## src/rtl/sine_ram_sched_pkg.sv

```systemverilog
// Shared definitions for the sine-table RAM scheduler.
//   AW_DEF / DW_DEF / PW_DEF / HOST_MAX_DEF : default address, data, phase widths and host burst limit
//   owner_e  : which requester launched the read currently in flight
//   starve_w : width of the consecutive-host-grant counter
package sine_ram_sched_pkg;

    localparam int unsigned AW_DEF       = 8;
    localparam int unsigned DW_DEF       = 8;
    localparam int unsigned PW_DEF       = 16;
    localparam int unsigned HOST_MAX_DEF = 3;

    typedef enum logic {
        OWN_PLAY = 1'b0,
        OWN_HOST = 1'b1
    } owner_e;

    // Counter must hold 0..host_max inclusive; never narrower than one bit.
    function automatic int unsigned starve_w(input int unsigned host_max);
        int unsigned w;
        w = $clog2(host_max + 1);
        return (w < 1) ? 1 : w;
    endfunction

endpackage

```

## src/rtl/sine_phase_acc.sv

```systemverilog
// DDS phase accumulator feeding the sine-table read address.
//   clk, rst : clock, synchronous active-high reset
//   clr      : pulse, phase returns to zero (wins over adv)
//   adv      : playback slot taken, phase advances by inc
//   inc      : phase increment (PW bits, wraps modulo 2**PW)
//   addr     : top AW bits of the current phase, the table index
module sine_phase_acc #(
    parameter int unsigned AW = 8,
    parameter int unsigned PW = 16
) (
    input  logic          clk,
    input  logic          rst,
    input  logic          clr,
    input  logic          adv,
    input  logic [PW-1:0] inc,
    output logic [AW-1:0] addr
);

    logic [PW-1:0] phase;

    // The slot in progress always reads the pre-update phase; clr only affects the next one.
    always_ff @(posedge clk) begin
        if (rst) begin
            phase <= '0;
        end else if (clr) begin
            phase <= '0;
        end else if (adv) begin
            phase <= phase + inc;
        end
    end

    assign addr = phase[PW-1 -: AW];

endmodule

```

## src/rtl/sine_ram_sched.sv

```systemverilog
// Arbiter sharing one single-port sine-table RAM between DDS playback and a host port.
//   clk, rst                 : clock, synchronous active-high reset
//   run, phase_inc, phase_clr: playback control
//   host_req/we/addr/din     : host access request, granted on host_gnt in the same cycle
//   host_rvalid/host_rdata   : host read return, one cycle after the grant
//   smp_valid/smp_data       : playback sample, one cycle after the playback slot
//   ram_addr/we/din, ram_qout: single-port RAM interface (one-cycle read latency)
module sine_ram_sched
    import sine_ram_sched_pkg::*;
#(
    parameter int unsigned AW       = AW_DEF,
    parameter int unsigned DW       = DW_DEF,
    parameter int unsigned PW       = PW_DEF,
    parameter int unsigned HOST_MAX = HOST_MAX_DEF
) (
    input  logic          clk,
    input  logic          rst,
    input  logic          run,
    input  logic [PW-1:0] phase_inc,
    input  logic          phase_clr,
    input  logic          host_req,
    input  logic          host_we,
    input  logic [AW-1:0] host_addr,
    input  logic [DW-1:0] host_din,
    output logic          host_gnt,
    output logic          host_rvalid,
    output logic [DW-1:0] host_rdata,
    output logic          smp_valid,
    output logic [DW-1:0] smp_data,
    output logic [AW-1:0] ram_addr,
    output logic          ram_we,
    output logic [DW-1:0] ram_din,
    input  logic [DW-1:0] ram_qout
);

    localparam int unsigned SW = starve_w(HOST_MAX);

    logic [SW-1:0] starve_cnt;
    logic          force_play;
    logic          play_slot;
    logic [AW-1:0] play_addr;
    logic          rd_valid;
    owner_e        rd_owner;

    // Slot arbitration: host first, unless it has used up its burst while playback runs.
    assign force_play = run && (starve_cnt == SW'(HOST_MAX));
    assign host_gnt   = host_req && !force_play && !rst;
    assign play_slot  = run && !host_gnt && !rst;

    sine_phase_acc #(
        .AW (AW),
        .PW (PW)
    ) u_phase_acc (
        .clk  (clk),
        .rst  (rst),
        .clr  (phase_clr),
        .adv  (play_slot),
        .inc  (phase_inc),
        .addr (play_addr)
    );

    // RAM port mux; host_gnt is already low in reset, so writes are blocked there too.
    always_comb begin
        ram_addr = play_addr;
        ram_we   = 1'b0;
        ram_din  = '0;
        if (host_gnt) begin
            ram_addr = host_addr;
            ram_we   = host_we;
            ram_din  = host_din;
        end
    end

    // Consecutive host grants while playback is enabled; any playback slot or run=0 resets it.
    always_ff @(posedge clk) begin
        if (rst) begin
            starve_cnt <= '0;
        end else if (!run || play_slot) begin
            starve_cnt <= '0;
        end else if (host_gnt && (starve_cnt != SW'(HOST_MAX))) begin
            starve_cnt <= starve_cnt + SW'(1);
        end
    end

    // Track who owns the read returning next cycle; host writes return nothing.
    always_ff @(posedge clk) begin
        if (rst) begin
            rd_valid <= 1'b0;
            rd_owner <= OWN_PLAY;
        end else begin
            rd_valid <= play_slot || (host_gnt && !host_we);
            rd_owner <= host_gnt ? OWN_HOST : OWN_PLAY;
        end
    end

    assign smp_valid   = rd_valid && (rd_owner == OWN_PLAY);
    assign host_rvalid = rd_valid && (rd_owner == OWN_HOST);

    // Gate data with its valid so both buses sit at zero out of reset and when idle.
    assign smp_data   = smp_valid   ? ram_qout : '0;
    assign host_rdata = host_rvalid ? ram_qout : '0;

endmodule

```

## config.mk

```make
export PLATFORM = sky130hd
export DESIGN_NAME = sine_ram_sched
export DESIGN_NICKNAME = d
export VERILOG_FILES = /design/src/rtl/sine_ram_sched_pkg.sv /design/src/rtl/sine_phase_acc.sv /design/src/rtl/sine_ram_sched.sv
export SDC_FILE = /design/constraint.sdc
export NUM_CORES = 1
export LEC_CHECK = 0
export CELL_PAD_IN_SITES_DETAIL_PLACEMENT = 0
export CELL_PAD_IN_SITES_GLOBAL_PLACEMENT = 1
export CORE_UTILIZATION = 31
export DETAILED_ROUTE_END_ITERATION = 10
export GPL_TIMING_DRIVEN = 0
export PLACE_DENSITY = 0.93
export RECOVER_POWER = 50
export SKIP_LAST_GASP = 1
export SYNTH_ARGS = -nofsm -noshare
export SYNTH_HDL_FRONTEND = slang
export SYNTH_SLANG_ARGS = --single-unit
```

## constraint.sdc

```tcl
create_clock -name clk -period 5.05 [get_ports clk]
set_clock_uncertainty 0.15 [all_clocks]
set_input_delay 0.7575 -clock clk [delete_from_list [all_inputs] [get_ports clk]]
set_output_delay 0.7575 -clock clk [all_outputs]
set_load 0.01 [all_outputs]
```

-- Yosys cells after proc, flatten, opt, wreduce, memory -nomap -nowiden
Index checks and enable logic that the tools add are counted.
- register bits after elaboration: 20
- input port bits: 46
- output and inout bits: 36
- logic and storage cells: 33
- equal/unequal tests: 2
- reductions and logical operators: 18
- add/subtract/negate cells: 2
- bitwise logic cells: 1
- mux-type cells: 6
- operators with widths (kind ; number):
    $mux W8 ; 4
    $add A16 B16 Y16 ; 1
    $logic_and A1 B1 Y1 ; 9
    $logic_not A1 Y1 ; 5
    $reduce_or A2 Y1 ; 2
    $add A2 B1 Y2 const B ; 1
    $eq A2 B2 Y1 const B ; 1
    $logic_or A1 B1 Y1 ; 2
    $mux W1 ; 2
    $ne A2 B2 Y1 const B ; 1
    $not A1 Y1 ; 1

-- Longest topological paths before layout
- depth after elaboration: 10
- depth in mapped cells: 8
- gate-level depth less buffers: 8

-- Hierarchy
Synthesis repeated with hierarchy kept, for this count alone.
- cells, all modules: 214
- area, all modules: 1836.8 µm²
- by module, submodules not included (module ; instances ; cells each ; area each (µm²) ; sequential area each (µm²)):
    sine_phase_acc ; 1 ; 162 ; 1390.1 ; 320.3
    sine_ram_sched ; 1 ; 52 ; 446.7 ; 80.1

-- Least setup slack after synthesis
OpenSTA, ideal clock, no wires.
- kind: input-to-output
- start: in host_req
- end: out ram_addr[0]
- slack: 2.414 ns
- data required time: 4.143 ns
- data arrival time: 1.728 ns
- stages on the path: 4
- buffers on the path: 1
- path through: nor2b_1 a21boi_0 buf_2 mux2_2
- word-level cells in the longest chain between the ends: 3
- ends and longest elaborated chain (element ; line ; source):
    start: declaration ; sine_ram_sched.sv:21 ; input logic host_req,
    $logic_and A1 B1 Y1 (2 in series) ; sine_ram_sched.sv:47 ; assign host_gnt = host_req && !force_play && !rst;
    $mux W8 ; sine_ram_sched.sv:67 ; if (host_gnt) begin
    end: declaration ; sine_ram_sched.sv:30 ; output logic [AW-1:0] ram_addr,
Every way passes these cells.

-- Final worst setup path
- start: in rst
- end: out ram_addr[3]
- word-level cells in the longest chain between the ends: 3
- ends and longest elaborated chain (element ; line ; source):
    start: declaration ; sine_ram_sched.sv:17 ; input logic rst,
    $logic_not A1 Y1 ; sine_ram_sched.sv:47 ;
    $logic_and A1 B1 Y1 ; sine_ram_sched.sv:47 ;
    $mux W8 ; sine_ram_sched.sv:67 ;
Every way passes these cells.

==> impl_metrics.yaml <==
finish:
  area_growth_pct: 54.9
  layout.nets: 367
  drive_gt1_share_pct: 6.60
  diodes: 0
  final_cell_mix: "69 x clkdlybuf4s50_1, 26 x nand2_1, 21 x a21oi_1"
  layout_commonest_cell: "clkdlybuf4s50_1"
  layout.cells.non_filler: 373
placement:
  dpl.cell_count: 369
  place_hpwl_um: 3910
  io_buffer_count: 81
  preCtsSetupSlack_ns: 1.20
  gp_congestion: 0.820
critical_path:
  start_kind: "input port"
  worstPathArrival_ns: 3.02
  crit_chain: "dlygate4sd3_1, nor2b_1, a21boi_0, buf_2, mux2_2, clkdlybuf4s50_1"
  r2r_start: "u_phase_acc.phase[0]$_SDFFE_PP0P_"
  slowest_delay_ns: 0.60
  end_kind: "output pin"
  crit_buf_inv: 3
  critPathSlowestCell: "dlygate4sd3_1"
  path_max_fanout: 10
  critPathRequiredTime_ns: 4.14
  reg2reg_to: "u_phase_acc.phase[14]$_SDFFE_PP0P_"
  r2r_slack_ns: 2.71
  timing_worst_setup_path_type: "in -> out"
  cp_top_family: "buffers and inverters"
  rr_worst_depth: 8
synth:
  syn_avg_cell_area_um2: 7.97
  synth-main-ff-cell: "dfxtp_1"
  ys_ff_latch: 20
  syn_nets: 281
  yosysTopAreaCell: "dfxtp_1"
  ys_warn_count: 0
  yosysTopAreaCellShare_pct: 23.0
  synthCells: 218
  async_reset_ff_share_pct: 0
  yosys-top-cells-area: "dfxtp_1 23%, ha_1 12%, and2_1 6.5%, a21oi_1 6.0%, nand2_1 5.6%"
  synth-seq-area-share_pct: 23.0
  synth-edff-count: 0
  syn_area_mm2: 0.00174
  synth_cell_types: 50
sta:
  fin_setup_tns_ns: 0
  tightest_slew_ns: 0.703
  setup_violations: 0
  final.setup.worst_slack_ns: 1.13
  relSlewSlack_pct: 53.0
  fin_crit_ns: 3.92
  fmax_ghz: 0.255
  finalMaxSlewViolations: 0
  hold_viol: 0
  rsz0062_at_grt: "no"
  period_share_pct: 77.7
floorplanning:
  fp-row-count: 26
  die-area_mm2: 0.00591
  start_util_pct: 33.2
  die_y_um: 76.9
  core-area_mm2: 0.00524
  ios: 82
  die_x_um: 76.9
grt:
  overflow: 0
  grt_max_degree: 12
  grt_usage_pct: 17.4
  grt_pass1_wl_um: 8410
  grt_pass1_vias: 1804
  antenna_found_initial: 0
clock_network:
  postCtsResizedCells: 0
  cts_tree: "yes"
  cts_setup_buffers: 0
  cts_buffers: 3
  ctsHoldBuffers: 0
  cts_buffer_depth: 2
  h-tree-depth: 1
  cts.sinks: 20
  clk_latency_ns: 0.26
  cts_root_buffer: "clkbuf_8"
  clkSlewWorstSetupHoldPaths_ns: 0.08
detailed_routing:
  ant_nets: 0
  drc: 0
  vias_per_cell: 5.09
  drt_iter0_drc: 111
  num_vias: 1898
  wirelength_um: 4890
  firstDrtPassIters: 4
  wl_per_cell_um: 13.1
job:
  max_cap_viol_count: 0
min_path:
  holdPathStages: 1
  hp-start: "starve_cnt[0]$_SDFFE_PP0P_"
  hp-class: "reg -> reg"
  min_to: "starve_cnt[0]$_SDFFE_PP0P_"
pwr:
  p_sw_share_pct: 27.2
  pwr-share-clk_pct: 30.3
  p_leak_nw: 1.12
  power_uw: 417
  power.ir.vdd_worst_mv: 0.104
  p_per_area_mw_per_mm2: 155
  intPower_uw: 304
  seq_power_share_pct: 39.4
  pwr-share-comb_pct: 30.3
  switching_power_uw: 113
run_status:
  status: "completed"
-- per-layer routing --
| metal | track usage (%) | part of all wire [%] | vias to the layer above |
|---|---|---|---|
| li1 | - | - | 965 |
| met1 | 23.0 | 47 | 850 |
| met2 | 29.1 | 45 | 81 |
| met3 | 3.33 | 7.7 | 2 |
| met4 | 3.27 | 0.39 | 0 |
| met5 | 0 | 0 | - |
-- final cells by class --
type / count / area, µm²
Tap cell: 70 / 87.6
Multi-Input combinational cell: 181 / 1270
Timing Repair Buffer: 81 / 811
Sequential cell: 20 / 400
Fill cell: 506 / 2550
Buffer: 9 / 35.0
Clock buffer: 4 / 55.1
Inverter: 8 / 30.0
-- state kept, by name, summed over array words and instances (netlist names) --
signal and flops:
rd_owner 1, rd_valid 1, u_phase_acc.phase 16, starve_cnt 2
-- cell usage after synthesis, types with 2 or more instances --
library cell,count
ha_1,16
dfxtp_1,20
nand3_1,12
o211ai_2,2
and3_1,9
nor3_1,2
nand3b_1,2
and3b_1,2
inv_1,8
and2_1,18
xnor2_1,4
nor2_1,4
nand4_1,4
clkbuf_1,7
nand2_1,26
o21ai_0,13
mux2_2,7
a31oi_1,2
a21oi_1,21
xor2_1,3
nor2b_1,2
o211ai_1,4
a21boi_0,3
-- power by group through the flow --
stage	Clock, mW	Combinational, mW	Sequential, mW
2_1_floorplan	0	0.0588	0.167
3_3_place_gp	0	0.126	0.168
3_5_place_dp	0	0.128	0.168
4_1_cts	0.130	0.129	0.164
5_1_grt	0.136	0.139	0.165
6_report	0.126	0.127	0.164
-- worst reg2reg max path: stages, from the launching register on --
cell,delay [ns]
dfxtp_1,0.32
ha_1,0.21
fa_1,0.42
a21oi_1,0.20
o211a_1,0.22
nor4b_2,0.07
o211ai_1,0.30
mux2i_1,0.23
nand3_1,0.09
-- metrics by stage --
stage | util (%) | instance area [µm²] | hold WS [ns]
6_report | 51.4 | 2690 | 0.288
5_1_grt | 51.4 | 2690 | 0.312
4_1_cts | 51.4 | 2690 | 0.288
3_5_place_dp | 50.3 | 2640 | 0.276
3_3_place_gp | 50.3 | 2640 | 0.265
2_1_floorplan | - | 1740 | 0.255
-- worst max path at each step --
stage / startpoint / endpoint / slack, ns / cells past startpoint
floorplan: host_req / ram_addr[0] / 2.41 / 4
detailed placement: rst / ram_addr[3] / 1.20 / 6
CTS: rst / ram_addr[3] / 1.18 / 6
global placement: rst / ram_addr[3] / 1.23 / 6
finish: rst / ram_addr[3] / 1.13 / 6
global route: rst / ram_addr[3] / 0.88 / 6
-- logic make-up after synthesis --
family | after synthesis | synth area share, %
AOI/OAI and AO/OA | 55 | 19.9
xor gates and xnor gates | 7 | 3.53
adders and majority gates | 17 | 12.7
buffers and inverters | 17 | 3.74
DFF | 20 | 23.0
muxes | 8 | 5.11
and+or+nand+nor | 94 | 32.0
(Power assumes the default switching activity.)
